`config.mk`:
```
export PLATFORM = sky130hd
export DESIGN_NAME = palette_reader
export DESIGN_NICKNAME = d
export VERILOG_FILES = /design/src/rtl/palette_pkg.sv /design/src/rtl/palette_reader_fifo.sv /design/src/rtl/palette_reader.sv
export SDC_FILE = /design/constraint.sdc
export NUM_CORES = 1
export LEC_CHECK = 0
export CORE_UTILIZATION = 48
export DETAILED_ROUTE_END_ITERATION = 6
export HOLD_SLACK_MARGIN = 0.02
export PLACE_DENSITY = 0.78
export SETUP_SLACK_MARGIN = 0.1
export SLEW_MARGIN = 10
export SYNTH_ARGS = -nofsm -noshare
export SYNTH_HDL_FRONTEND = slang
export SYNTH_SLANG_ARGS = --single-unit
```
`constraint.sdc`:
```
create_clock -name clk_i -period 1.7 [get_ports clk_i]
set_clock_uncertainty 0.05 [all_clocks]
set_input_delay 0.17 -clock clk_i [delete_from_list [all_inputs] [get_ports clk_i]]
set_output_delay 0.17 -clock clk_i [all_outputs]
set_load 0.01 [all_outputs]
```
`src/rtl/palette_pkg.sv`:
```
// Shared widths, RGB 4:4:4 layout and index helpers for the palette reader.
// The index-offset helper is only used when PALETTE_READER_OFFSET_EN is defined.
package palette_pkg;

    localparam int PAL_IDX_W  = 8;
    localparam int PAL_DATA_W = 16;
    localparam int RGB_W      = 12;

    localparam int R_MSB = 11;
    localparam int R_LSB = 8;
    localparam int G_MSB = 7;
    localparam int G_LSB = 4;
    localparam int B_MSB = 3;
    localparam int B_LSB = 0;

    typedef struct packed {
        logic [3:0] r;
        logic [3:0] g;
        logic [3:0] b;
    } rgb444_t;

    function automatic rgb444_t to_rgb(input logic [RGB_W-1:0] d);
        rgb444_t c;
        c.r = d[R_MSB:R_LSB];
        c.g = d[G_MSB:G_LSB];
        c.b = d[B_MSB:B_LSB];
        return c;
    endfunction

    // Index 0 is the transparent/background entry and is never relocated.
    function automatic logic [PAL_IDX_W-1:0] offset_idx(input logic [PAL_IDX_W-1:0] idx,
                                                        input logic [3:0] off);
        logic [3:0] hi;
        hi = idx[7:4] + off;
        return (idx == '0) ? idx : {hi, idx[3:0]};
    endfunction

endpackage

```
`src/rtl/palette_reader_fifo.sv`:
```
// Synchronous RGB FIFO with occupancy count; head is read straight from the
// storage flops so the output stage sees registered data. Any depth >= 2.
module palette_reader_fifo
    import palette_pkg::*;
#(
    parameter int DEPTH = 3,
    parameter int CNT_W = $clog2(DEPTH + 1)
) (
    input  logic             clk_i,
    input  logic             rst_i,
    input  logic             push_i,
    input  rgb444_t          push_data_i,
    input  logic             pop_i,
    output rgb444_t          head_o,
    output logic [CNT_W-1:0] count_o
);

    localparam int PTR_W = (DEPTH > 1) ? $clog2(DEPTH) : 1;

    rgb444_t [DEPTH-1:0] mem_q, mem_d;
    logic [PTR_W-1:0]    wr_ptr_q, wr_ptr_d;
    logic [PTR_W-1:0]    rd_ptr_q, rd_ptr_d;
    logic [CNT_W-1:0]    count_q, count_d;

    function automatic logic [PTR_W-1:0] next_ptr(input logic [PTR_W-1:0] p);
        return (p == PTR_W'(DEPTH - 1)) ? '0 : p + 1'b1;
    endfunction

    always_comb begin
        mem_d    = mem_q;
        wr_ptr_d = wr_ptr_q;
        rd_ptr_d = rd_ptr_q;
        count_d  = count_q;
        if (push_i) begin
            mem_d[wr_ptr_q] = push_data_i;
            wr_ptr_d        = next_ptr(wr_ptr_q);
        end
        if (pop_i) begin
            rd_ptr_d = next_ptr(rd_ptr_q);
        end
        case ({push_i, pop_i})
            2'b10:   count_d = count_q + 1'b1;
            2'b01:   count_d = count_q - 1'b1;
            default: count_d = count_q;
        endcase
    end

    always_ff @(posedge clk_i) begin
        if (rst_i) begin
            mem_q    <= '0;
            wr_ptr_q <= '0;
            rd_ptr_q <= '0;
            count_q  <= '0;
        end else begin
            mem_q    <= mem_d;
            wr_ptr_q <= wr_ptr_d;
            rd_ptr_q <= rd_ptr_d;
            count_q  <= count_d;
        end
    end

    assign head_o  = mem_q[rd_ptr_q];
    assign count_o = count_q;

endmodule

```
`src/rtl/palette_reader.sv`:
```
// Streams 8-bit colour indices through the palette RAM to 12-bit RGB output.
// Define PALETTE_READER_OFFSET_EN to add pal_offset_i palette-bank relocation.
module palette_reader
    import palette_pkg::*;
#(
    parameter int FIFO_DEPTH = 3
) (
    input  logic                  clk_i,
    input  logic                  rst_i,
    input  logic                  pix_valid_i,
    output logic                  pix_ready_o,
    input  logic [PAL_IDX_W-1:0]  pix_idx_i,
    input  logic                  pix_blank_i,
`ifdef PALETTE_READER_OFFSET_EN
    input  logic [3:0]            pal_offset_i,
`endif
    output logic                  rgb_valid_o,
    input  logic                  rgb_ready_i,
    output logic [RGB_W-1:0]      rgb_o,
    output logic                  pal_rd_en_o,
    output logic [PAL_IDX_W-1:0]  pal_rd_addr_o,
    input  logic [PAL_DATA_W-1:0] pal_rd_data_i
);

    localparam int CNT_W = $clog2(FIFO_DEPTH + 1);

    logic             s1_valid_q, s1_valid_d;
    logic             s1_blank_q, s1_blank_d;
    logic             accept, push, pop;
    logic [CNT_W-1:0] fifo_count;
    logic [CNT_W:0]   credits_used;
    rgb444_t          push_data, head;
    logic             unused_hi;

    // Credits count the pixel already in the RAM read stage so its data
    // always has a FIFO slot when it returns; no path from rgb_ready_i.
    assign credits_used = {1'b0, fifo_count} + {{CNT_W{1'b0}}, s1_valid_q};
    assign pix_ready_o  = ~rst_i & (credits_used < (CNT_W + 1)'(FIFO_DEPTH));
    assign accept       = pix_valid_i & pix_ready_o;

`ifdef PALETTE_READER_OFFSET_EN
    assign pal_rd_addr_o = offset_idx(pix_idx_i, pal_offset_i);
`else
    assign pal_rd_addr_o = pix_idx_i;
`endif
    assign pal_rd_en_o = accept & ~pix_blank_i;

    always_comb begin
        s1_valid_d = accept;
        s1_blank_d = pix_blank_i;
        push       = s1_valid_q;
        push_data  = s1_blank_q ? '0 : to_rgb(pal_rd_data_i[RGB_W-1:0]);
    end

    always_ff @(posedge clk_i) begin
        if (rst_i) begin
            s1_valid_q <= 1'b0;
            s1_blank_q <= 1'b0;
        end else begin
            s1_valid_q <= s1_valid_d;
            s1_blank_q <= s1_blank_d;
        end
    end

    assign unused_hi = ^pal_rd_data_i[PAL_DATA_W-1:RGB_W];

    palette_reader_fifo #(
        .DEPTH (FIFO_DEPTH),
        .CNT_W (CNT_W)
    ) u_fifo (
        .clk_i       (clk_i),
        .rst_i       (rst_i),
        .push_i      (push),
        .push_data_i (push_data),
        .pop_i       (pop),
        .head_o      (head),
        .count_o     (fifo_count)
    );

    assign rgb_valid_o = (fifo_count != '0);
    assign pop         = rgb_valid_o & rgb_ready_i;
    assign rgb_o       = head;

endmodule

```
After elaboration in Yosys (flattened, before gate mapping)
Cells that the tools add are included.
{"block": "totals", "regBits": 44, "latchBits": 0, "ram_bits": 0, "mem_bits_ro": 0, "inputBits": 29, "output_inout_bits": 23, "wordCells": 45, "n_memories": 0}
{"block": "op_classes", "add_sub_neg": 5, "n_mul": 0, "n_div": 0, "order_cmp": 4, "eq_ne": 4, "shift": 0, "n_mux": 9, "bitwise": 6, "reduce_logical": 3}
{"cell": "$bwmux 36", "count": 1}
{"cell": "$mux 12", "count": 3}
{"cell": "$bmux 12 s2", "count": 1}
{"cell": "$demux 12 s2", "count": 1}
{"cell": "$add 2x1->2 const B", "count": 3}
{"cell": "$eq 2x2->1 const B", "count": 3}
{"cell": "$lt 2x3->1 const B", "count": 2}
{"cell": "$and 1x1->1", "count": 4}
{"cell": "$mux 2", "count": 2}
{"cell": "$pmux 2 s2", "count": 1}
{"cell": "$reduce_bool 2->1", "count": 2}
{"cell": "$add 2x1->3", "count": 1}
{"cell": "$lt 3x2->1 const B", "count": 1}
{"cell": "$eq 2x1->1 const B", "count": 1}
{"cell": "$ge 2x1->1 const B", "count": 1}
{"cell": "$not 1->1", "count": 2}
{"cell": "$sub 2x1->2 const B", "count": 1}
{"cell": "$logic_and 1x1->1", "count": 1}

Depth between registers and ports, before layout
{"block": "depth", "word_depth": 5, "mapped_depth": 6, "mapped_depth_nobuf": 6}

Cells and area by module
Synthesis repeated with hierarchy kept, for this count alone.
{"block": "unflattened", "hier_cells": 245, "hier_area_um2": 2029.4}
{"module": "palette_reader_fifo", "n_inst": 1, "cells_each": 214, "area_each_um2": 1776.7, "seq_area_each_um2": 840.8}
{"module": "palette_reader", "n_inst": 1, "cells_each": 31, "area_each_um2": 252.7, "seq_area_each_um2": 40.0}

Least setup slack after synthesis
No wires, ideal clock.
{"block": "synth_path", "path_kind": "flip-flop to output port", "start": "register s1_valid_q (netlist: push)", "end": "output port pal_rd_en_o", "arrival_time_ns": 1.607, "required_time_ns": 1.480, "slack_ns": -0.127, "path_stages_with_launch": 6, "path_buffers": 0, "cell_sequence": "dfxtp_1 ha_1 ha_1 a211oi_1 and2_1 nor2b_1"}
{"block": "synth_between", "elab_chain_len": 5}
{"item": "start, declared", "line": "palette_reader.sv:27", "source": "logic s1_valid_q, s1_valid_d;"}
{"item": "start signal, assigned", "line": "palette_reader.sv:60", "source": "s1_valid_q <= s1_valid_d;"}
{"item": "$add 2x1->3", "line": "palette_reader.sv:37", "source": "assign credits_used = {1'b0, fifo_count} + {{CNT_W{1'b0}}, s1_valid_q};"}
{"item": "$lt 3x2->1", "line": "palette_reader.sv:38", "source": "assign pix_ready_o = ~rst_i & (credits_used < (CNT_W + 1)'(FIFO_DEPTH));"}
{"item": "$and 1x1->1", "line": "palette_reader.sv:38"}
{"item": "net pix_ready_o", "line": "palette_reader.sv:11", "source": "output logic pix_ready_o,"}
{"item": "$and 1x1->1", "line": "palette_reader.sv:39", "source": "assign accept = pix_valid_i & pix_ready_o;"}
{"item": "$and 1x1->1", "line": "palette_reader.sv:46", "source": "assign pal_rd_en_o = accept & ~pix_blank_i;"}
{"item": "end, declared", "line": "palette_reader.sv:20", "source": "output logic pal_rd_en_o,"}
The timed path passes the listed nets, and every way through them passes these cells.

Final worst setup path
{"block": "layout_path", "start": "register s1_valid_q (netlist: push)", "end": "output port pal_rd_en_o"}
{"block": "layout_between", "elab_chain_len": 5}
{"item": "$add 2x1->3", "line": "palette_reader.sv:37"}
{"item": "$lt 3x2->1", "line": "palette_reader.sv:38"}
{"item": "$and 1x1->1", "line": "palette_reader.sv:38"}
{"item": "$and 1x1->1", "line": "palette_reader.sv:39"}
{"item": "$and 1x1->1", "line": "palette_reader.sv:46"}
Every way passes these cells.

==> key figures <==
Critical path
  – CP max FO: 2
  – CP Launch Type: flop
  – Setup Crit Path Kind: flop to output pin
  – WP data required: 1.48 ns
  – RR Startpoint: u_fifo.count_o[0]
  – Crit end category: output pin
  – R2r setup slk: 0.14 ns
  – Worst r2r path cells: 7
  – CP arrival: 1.62 ns
  – R2R Path End: u_fifo.count_o[1]

Logic synthesis
  – #FFs+latches synth: 44
  – Mean post-synth cell area: 7.827 um2
  – Syn Nets: 290
  – Mapped Area: 2019 um2
  – Main area contributors after synthesis: dfxtp_1, nand2_1, a21oi_1, mux2i_1, nor2b_1
  – Post-synthesis sequential area ratio: 43.62%
  – Yosys top cell by area: dfxtp_1
  – Yosys top cell area share: 43.62%
  – Cell count after synthesis: 258
  – Post-synthesis cell type count: 25
  – Synth warn: 0

Power and ir drop
  – Static leakage: 0.9259 nW
  – P per Cell Area: 989.3 nW/um2
  – VDD IR max: 514.5 uV

STA
  – Setup-failing EPs final: 2
  – Number of failing hold endpoints at the final stage: 0
  – Slew Limit Fails: 0
  – Setup ws final: -0.1415 ns
  – Final Cycle Share: 108.3%
  – Fin crit period: 1.842 ns
  – Highest clock rate: 543.0 MHz
  – RSZ-0062 raised after global routing: yes
  – Worst Tran Pin Value: 0.5287 ns
  – Setup TNS: -0.1722 ns
  – Worst slew margin: 64.70%

Finish
  – Fin nets: 326
  – Design area: 2522 um2
  – Commonest non-fill, non-tap cells in the layout: nand2_1, dfxtp_1, a21oi_1
  – Share of cells above drive strength 1: 19.39%
  – N_diodes: 0
  – Most common cell after layout, fill and taps aside: nand2_1
  – Area grow syn2layout: 24.91%

Clock tree
  – CTS Sinks: 44
  – TritonCTS clock tree: done
  – Clock tree buffer depth: 2
  – Clock Pin Slew Worst Setup and Hold Paths: 0.08 ns
  – H-tree Lvls: 2
  – Clock latency on the worst-skew pair: 0.31 ns
  – TritonCTS buffer count: 5
  – Root buf cell: clkbuf_8

Route
  – Via-per-instance ratio: 5.160
  – Post-route ant nets: 0
  – DR vias: 1,775
  – DRT iter0 DRCs: 125
  – WL/cell: 13.33 um
  – DR pass1 iterations: 4
  – Residual DRC: 0
  – Wirelength, routed: 4585 um

Global route
  – Initial antenna violation count: 0
  – Busiest grt layer: met2
  – GR Layer Usage met2: 38.38%
  – Grt met3 use: 7.363%
  – Met1 Resource Use GR: 27.52%
  – Largest net degree at the start of global routing: 44
  – Vias in the first global route: 1,653
  – GRT Total Usage: 23.34%
  – Total grt overflow: 0
  – First-pass GRT wire length: 7555 um

Floorplanning
  – Core area: 4029 um2
  – Die area: 4470 um2
  – Initial core utilization: 50.12%
  – I/O Pins: 52
  – Width of the die: 66.86 um
  – Rows: 23
  – Die Y: 66.86 um

Place
  – PortBufs: 31
  – DPL Wire Length: 2882 um
  – Dpl cell area: 2389 um2
  – Global placement routability congestion: 0.7571

Status
  – Failing checks: setup timing
  – Outcome: complete, but fails checks

Min path
  – Hold-critical path endpoint: pal_rd_addr_o[0]
  – Worst hold start: pix_idx_i[0]
  – Hold depth: 0
  – Type of the worst min-delay path: primary input to output pin

Flow run
  – Max-cap violations: 0
[what timing repair did]
| action | in CTS | in global routing |
|---|---|---|
| gates resized for setup | 53 | 17 |
| hold buffers | 0 | 0 |
| buffers inserted | 5 | 3 |
| endpoints found under the setup margin | 16 | 16 |
| cloned | 0 | 0 |
| pin swaps | 8 | 8 |
[sequential cells by signal, summed over array words and instances, names as in the netlist]
register,cells
u_fifo.rd_ptr_q,2
u_fifo.wr_ptr_q,2
u_fifo.mem_q,36
push,1
s1_blank_q,1
u_fifo.count_o,2
[critical path: stages, from the launching register on]
cell and delay (ns):
dfxtp_2 0.35, ha_4 0.16, ha_4 0.20, a211oi_2 0.20, and2_4 0.18, nor2b_4 0.13
buf_6 0.10
[worst max path at each step]
stage | from | endpoint | slack [ns] | depth (start not counted)
finish | push | pal_rd_en_o | -0.14 | 6
global route | push | pal_rd_en_o | -0.21 | 6
CTS | push | pal_rd_en_o | -0.17 | 6
detailed placement | push | pal_rd_en_o | -0.30 | 6
global placement | push | pal_rd_en_o | -0.23 | 6
floorplan | push | pal_rd_en_o | 0.14 | 5
[metrics by stage]
stage	cells	hold slack (ns)	utilization, %	total power [mW]	worst slack [ns]
after floorplan	258	0.2482	-	1.561	0.1364
after global placement	330	0.2901	59.29	1.822	-0.2318
after detailed placement	330	0.2901	59.29	1.835	-0.2990
after CTS	342	0.2901	62.36	2.481	-0.1729
after global routing	344	0.2900	62.61	2.621	-0.2081
final	344	0.2900	62.61	2.495	-0.1415
[cells in the mapped netlist]
| library cell | number |
|---|---|
| nand2_1 | 85 |
| dfxtp_1 | 44 |
| a21oi_1 | 40 |
| nor2b_1 | 15 |
| mux2i_1 | 13 |
| buf_4 | 12 |
| o21ai_0 | 9 |
| buf_2 | 6 |
| clkbuf_1 | 6 |
| nor2_1 | 4 |
| o22ai_1 | 4 |
| ha_1 | 3 |
| and3b_1 | 2 |
| inv_1 | 2 |
| nand3b_1 | 2 |
| or3_1 | 2 |
| a211oi_1 | 1 |
| and2_1 | 1 |
| buf_6 | 1 |
| nor3b_2 | 1 |
| o21ai_1 | 1 |
| or2_2 | 1 |
| or3b_4 | 1 |
| xnor2_1 | 1 |
| xor2_1 | 1 |
[per-layer routing]
layer / wire [um] / part of all wire [%] / up-vias
met5: 0 / 0 / -
met4: 78 / 1.7 / 0
met3: 210 / 4.6 / 7
met2: 2305 / 50 / 30
met1: 1991 / 43 / 830
li1: - / - / 908
[kinds of logic after synthesis]
group | count (synthesis) | synth area share [%]
fa+ha+maj | 3 | 1.859
buf+inv | 27 | 7.993
compound gates | 55 | 14.00
mux | 13 | 6.443
simple gates | 114 | 25.22
xor+xnor | 2 | 0.8676
flops | 44 | 43.62
[where the power goes]
group | internal, mW | switching (mW)
clock | 0.278 | 0.366
combinational | 0.362 | 0.337
sequential | 1.10 | 0.0550
total | 1.74 | 0.758
[area by class of cell]
type | count | area, um2
Fill cell | 368 | 1506
Sequential cell | 44 | 885.9
Tap cell | 50 | 62.56
Clock buffer | 5 | 68.82
Multi-Input combinational cell | 187 | 1030
Clock inverter | 2 | 12.51
Inverter | 2 | 7.507
Timing Repair Buffer | 54 | 455.4
Power figures use the tool's default switching activity.
